===== src/rtl/mag_packet_serializer.sv =====
// Captures tagged 80-bit magnetometer words into a small FIFO and streams each
// one out as 10 MSB-first bytes over a valid/ready handshake, counting overflow drops.
module mag_packet_serializer #(
    parameter int          DEPTH = 4,
    parameter logic [7:0]  TAG   = 8'h4d
) (
    input  logic        clk,
    input  logic        rst,
    input  logic [79:0] data_in,
    output logic [7:0]  byte_out,
    output logic        byte_valid,
    input  logic        byte_ready,
    output logic [4:0]  fifo_count,
    output logic        busy,
    output logic        overflow,
    output logic [7:0]  drop_count
);

    localparam int         PW      = $clog2(DEPTH);
    localparam logic [4:0] DEPTH_C = 5'(DEPTH);

    typedef enum logic {IDLE = 1'b0, SEND = 1'b1} state_t;

    state_t      r_state;
    state_t      w_state_nxt;
    logic [79:0] r_prev_word;
    logic [79:0] r_mem [0:DEPTH-1];
    logic [PW-1:0] r_head;
    logic [PW-1:0] r_tail;
    logic [4:0]  r_count;
    logic [79:0] r_shreg;
    logic [3:0]  r_byte_idx;
    logic        r_overflow;
    logic [7:0]  r_drop_count;

    logic w_new;
    logic w_full;
    logic w_accept;
    logic w_last;
    logic w_pop;
    logic w_push;
    logic w_drop;

    assign w_new    = (data_in != r_prev_word) && (data_in[7:0] == TAG);
    assign w_full   = (r_count == DEPTH_C);
    assign w_accept = (r_state == SEND) && byte_ready;
    assign w_last   = (r_byte_idx == 4'd9);
    // A full FIFO still accepts a sample when the head leaves on the same edge.
    assign w_push   = w_new && (!w_full || w_pop);
    assign w_drop   = w_new && w_full && !w_pop;

    assign byte_out   = r_shreg[79:72];
    assign byte_valid = (r_state == SEND);
    assign busy       = (r_state == SEND);
    assign fifo_count = r_count;
    assign overflow   = r_overflow;
    assign drop_count = r_drop_count;

    // FSM state register
    always_ff @(posedge clk or negedge rst) begin
        if (!rst) begin
            r_state <= IDLE;
        end else begin
            r_state <= w_state_nxt;
        end
    end

    // Next-state and pop decision
    always_comb begin
        w_state_nxt = r_state;
        w_pop       = 1'b0;
        case (r_state)
            IDLE: begin
                if (r_count != 5'd0) begin
                    w_pop       = 1'b1;
                    w_state_nxt = SEND;
                end else begin
                    w_state_nxt = IDLE;
                end
            end
            SEND: begin
                if (w_accept && w_last) begin
                    if (r_count != 5'd0) begin
                        w_pop       = 1'b1;
                        w_state_nxt = SEND;
                    end else begin
                        w_state_nxt = IDLE;
                    end
                end else begin
                    w_state_nxt = SEND;
                end
            end
            default: begin
                w_pop       = 1'b0;
                w_state_nxt = IDLE;
            end
        endcase
    end

    // FIFO storage; emptiness is tracked by the pointers and count
    always_ff @(posedge clk) begin
        if (w_push) begin
            r_mem[r_tail] <= data_in;
        end
    end

    // Change detector, FIFO pointers/count and overflow statistics
    always_ff @(posedge clk or negedge rst) begin
        if (!rst) begin
            r_prev_word  <= 80'd0;
            r_head       <= '0;
            r_tail       <= '0;
            r_count      <= 5'd0;
            r_overflow   <= 1'b0;
            r_drop_count <= 8'd0;
        end else begin
            r_prev_word <= data_in;
            if (w_push) begin
                r_tail <= r_tail + PW'(1);
            end
            if (w_pop) begin
                r_head <= r_head + PW'(1);
            end
            case ({w_push, w_pop})
                2'b10:   r_count <= r_count + 5'd1;
                2'b01:   r_count <= r_count - 5'd1;
                default: r_count <= r_count;
            endcase
            if (w_drop) begin
                r_overflow <= 1'b1;
                if (r_drop_count != 8'd255) begin
                    r_drop_count <= r_drop_count + 8'd1;
                end
            end
        end
    end

    // Output shift register: load on pop, shift on every non-final accept
    always_ff @(posedge clk or negedge rst) begin
        if (!rst) begin
            r_shreg    <= 80'd0;
            r_byte_idx <= 4'd0;
        end else if (w_pop) begin
            r_shreg    <= r_mem[r_head];
            r_byte_idx <= 4'd0;
        end else if (w_accept && !w_last) begin
            r_shreg    <= {r_shreg[71:0], 8'h00};
            r_byte_idx <= r_byte_idx + 4'd1;
        end
    end

endmodule

===== config.mk =====
export PLATFORM = sky130hd
export DESIGN_NAME = mag_packet_serializer
export DESIGN_NICKNAME = d
export VERILOG_FILES = /design/src/rtl/mag_packet_serializer.sv
export SDC_FILE = /design/constraint.sdc
export NUM_CORES = 1
export LEC_CHECK = 0
export ABC_CLOCK_PERIOD_IN_PS = 3600
export CAP_MARGIN = 20
export CORE_MARGIN = 2
export CORE_UTILIZATION = 59
export DETAILED_ROUTE_END_ITERATION = 10
export PLACE_DENSITY = 0.79
export RECOVER_POWER = 100
export SLEW_MARGIN = 20
export SYNTH_ARGS = -nofsm -noshare
export SYNTH_HDL_FRONTEND = slang
export SYNTH_SLANG_ARGS = --single-unit

===== constraint.sdc =====
create_clock -name clk -period 3.6 [get_ports clk]
set_clock_uncertainty 0.15 [all_clocks]
set_input_delay 0.72 -clock clk [delete_from_list [all_inputs] [get_ports clk]]
set_output_delay 0.72 -clock clk [all_outputs]
set_load 0.02 [all_outputs]

==> run_results.csv <==
group,metric,value,unit
clock_tree,cts_setup_buffers,0,
sta,tightest_slew,2.44,ns
critical_path,crit_fanout,4,
clock_tree,cts_tree,"built",
global_route,antenna_found_initial,1,
clock_tree,clock-sinks,503,
die,start_util,0.601,
power_and_ir_drop,p_sw_frac,0.271,
detailed_routing,dr.pass1.iters,5,
logic_synthesis,synth.avg_cell_area,17.3,um^2
sta,period_needed,3.40,ns
critical_path,worst_setup_path_start_kind,"primary input",
critical_path,cp.arrival,3.74,ns
global_route,grt_pass1_wl,66400,um
placed_design,dp.cells,1673,
power_and_ir_drop,power.density,654,nW/um^2
detailed_routing,wl_per_cell,24.5,um
finish,final_common_cell,"edfxtp_1",
clock_tree,cts_inserted_buffers,49,
finish,multiInputGateArea,4690,um^2
sta,setup_ws,0.198,ns
min_path,min_path_type,"in -> reg",
logic_synthesis,synth_flop_cell,"edfxtp_1",
logic_synthesis,synthTopCellsByArea,"edfxtp_1, dfrtp_1, mux4_2, xor2_1, nand2_1",
finish,fin_nets,1416,
power_and_ir_drop,p_int,10.9,mW
logic_synthesis,synth-edff-count,320,
finish,fin_cells,1765,
critical_path,critPathMaxStageDelay,0.60,ns
power_and_ir_drop,pwr-share-seq,0.476,
clock_tree,cts_max_path_buffers,3,
logic_synthesis,yosysTopAreaCellShare,0.504,
clock_tree,clk_pin_slew_worst_paths,0.06,ns
logic_synthesis,synth_cell_types,39,
detailed_routing,drt-initial-drc-count,980,
placed_design,dpl_cell_area,21600,um^2
finish,seqCellArea,14200,um^2
logic_synthesis,synth_seq_cells,503,
logic_synthesis,ys_warn_count,0,
logic_synthesis,ys_seq_area_frac,0.744,
outcome,status,"complete, but fails checks",
sta,setup_viol,0,
die,die-area,33800,um^2
finish,fill_cells,1938,
power_and_ir_drop,power_frac_comb,0.189,
detailed_routing,routed_wl,43200,um
logic_synthesis,syn-cell-area,19100,um^2
run,maxCapViolations,1,
critical_path,critPathRequiredTime,3.93,ns
power_and_ir_drop,peakVddDrop,0.000421,V
finish,design_area,22900,um^2
critical_path,crit_type,"in -> reg",
critical_path,critPathSlowestCell,"dlygate4sd3_1",
critical_path,cp-end-kind,"flop",
power_and_ir_drop,p_clk_frac,0.335,
power_and_ir_drop,p_switching,4.06,mW
detailed_routing,viasPerCell,6.13,
placed_design,place.detailed.hpwl,26900,um
finish,drive_above_1_share,0.174,
critical_path,path_cells,"dlygate4sd3_1, xor2_1, nor4_2, nand4_1, nor3_4, a21oi_1, nor2_1, buf_4, ha_1, a21o_1, a21oi_2, a2111oi_0, a31oi_1, xnor2_1",
placed_design,pre_cts_ws,-0.451,ns
global_route,grt_overflow_total,0,
detailed_routing,final_antenna_net_count,0,
die,core,31700,um^2
sta,max_slew_margin,-0.629,
finish,area_delta_synth_final,20.1,%
logic_synthesis,synth_cells,1103,
die,ioPinCount,107,
outcome,violations,"capacitance limit, slew limit",
sta,fmax,294,MHz
global_route,grt_use_total,0.268,
die,die_x,184,um
power_and_ir_drop,power.leakage,8.63,nW
sta,drv_slew,87,
sta,finalCritPeriodShare,0.945,
finish,utilization,0.723,
clock_tree,insertion_delay,0.57,ns
detailed_routing,vias,10800,
sta,hold_viol_final,0,
detailed_routing,drcViolationCount,0,
sta,tns,0,ns
logic_synthesis,yosysTopAreaCell,"edfxtp_1",
clock_tree,cts_root_buf,"clkbuf_16",
die,rows,65,
placed_design,portBuffers,106,
logic_synthesis,synth_nets,1197,
clock_tree,htreeDepth,2,
die,die_h,184,um
logic_synthesis,async_flop_share,0.364,
placed_design,gp_congestion,0.806,
finish,layout_common_cells,"edfxtp_1, dfrtp_1, nand2_1, xor2_1, mux4_2",
global_route,grt_pass1_vias,11100,
global_route,grt_max_degree,89,
==> worst max-delay path: cells and delay by family <==
kind                     cells  cell delay, ns
AND/OR/NAND/NOR              4            0.97
buffers and inverters        2            0.75
AO/OA/AOI/OAI                5            0.75
XOR/XNOR                     2            0.30
adder cells (fa/ha/maj)      1            0.24
==> routing by layer <==
layer,share of wire,vias up,routed length (um),track usage
li1,-,4605,-,-
met1,0.39,5573,16900,0.374
met2,0.50,544,21500,0.435
met3,0.081,104,3510,0.0471
met4,0.032,2,1360,0.0906
met5,0.00018,-,8,0
==> what timing repair did <==
item,4_1_cts,5_1_grt
setup endpoints to repair,0,2
resized for setup,0,16
hold buffers,0,0
==> logic make-up after synthesis <==
| logic type | share of synthesized area |
|---|---|
| AOI/OAI and AO/OA | 0.0327 |
| xor gates and xnor gates | 0.0445 |
| adders and majority gates | 0.00761 |
| buffers and inverters | 0.0142 |
| DFF | 0.744 |
| muxes | 0.0984 |
| and+or+nand+nor | 0.0588 |
==> worst paths after layout <==
| path | startpoint | endpoint | slack [ns] | cells past startpoint |
|---|---|---|---|---|
| max | data_in[45] | fifo_count[4] | 0.20 | 14 |
| min | data_in[51] | r_prev_word[51] | 0.21 | 1 |
| max reg2reg | r_byte_idx[1] | r_head[1] | 0.32 | 8 |
| min reg2reg | r_shreg[75] | r_shreg[75] | 0.31 | 2 |
| max in group asynchronous | rst | r_head[0] | 0.78 | 1 |
| min in group asynchronous | rst | r_prev_word[60] | 0.72 | 1 |
==> state kept, by name (all words and copies together), names as in the netlist <==
| register | cells |
|---|---|
| r_head | 2 |
| busy | 1 |
| r_shreg | 80 |
| r_byte_idx | 4 |
| r_mem | 320 |
| overflow | 1 |
| r_prev_word | 80 |
| drop_count | 8 |
| fifo_count | 5 |
| r_tail | 2 |
==> layout make-up <==
class / instances / area share
Timing Repair Buffer: 226 / 0.0834
Inverter: 5 / 0.000819
Antenna cell: 1 / 0.000109
Multi-Input combinational cell: 537 / 0.205
Clock buffer: 60 / 0.0575
Sequential cell: 503 / 0.619
Tap cell: 402 / 0.0219
Clock inverter: 31 / 0.0121
==> cell usage after synthesis, drive strengths merged, types with 2 or more instances <==
master	instances
a2111oi	2
mux2i	2
nand4	11
a21o	3
and3	9
a22oi	50
xnor2	14
dfrtp	183
nand3	9
buf	18
nor4	20
ha	10
edfxtp	320
inv	5
nor4bb	2
mux2	5
xor2	83
a21oi	4
mux4	80
nor2	31
o21ai	2
a31oi	23
nand2	167
clkbuf	40
==> power groups by stage <==
stage	clock network (mW)	logic [mW]	registers (mW)
after floorplan	0	2.05	6.95
after global placement	0	2.81	7.23
after detailed placement	0	2.89	7.24
after CTS	5.09	2.93	7.14
after global routing	5.32	3.05	7.20
final	5.03	2.83	7.14
==> per-stage QoR <==
stage                     power, mW  hold WS, ns
after detailed placement       10.1        0.305
after global placement         10.0        0.300
after floorplan                9.00        0.274
after global routing           15.6        0.225
after CTS                      15.2        0.112
final                          15.0        0.213
Note: power is estimated with default switching activity, not from simulation.
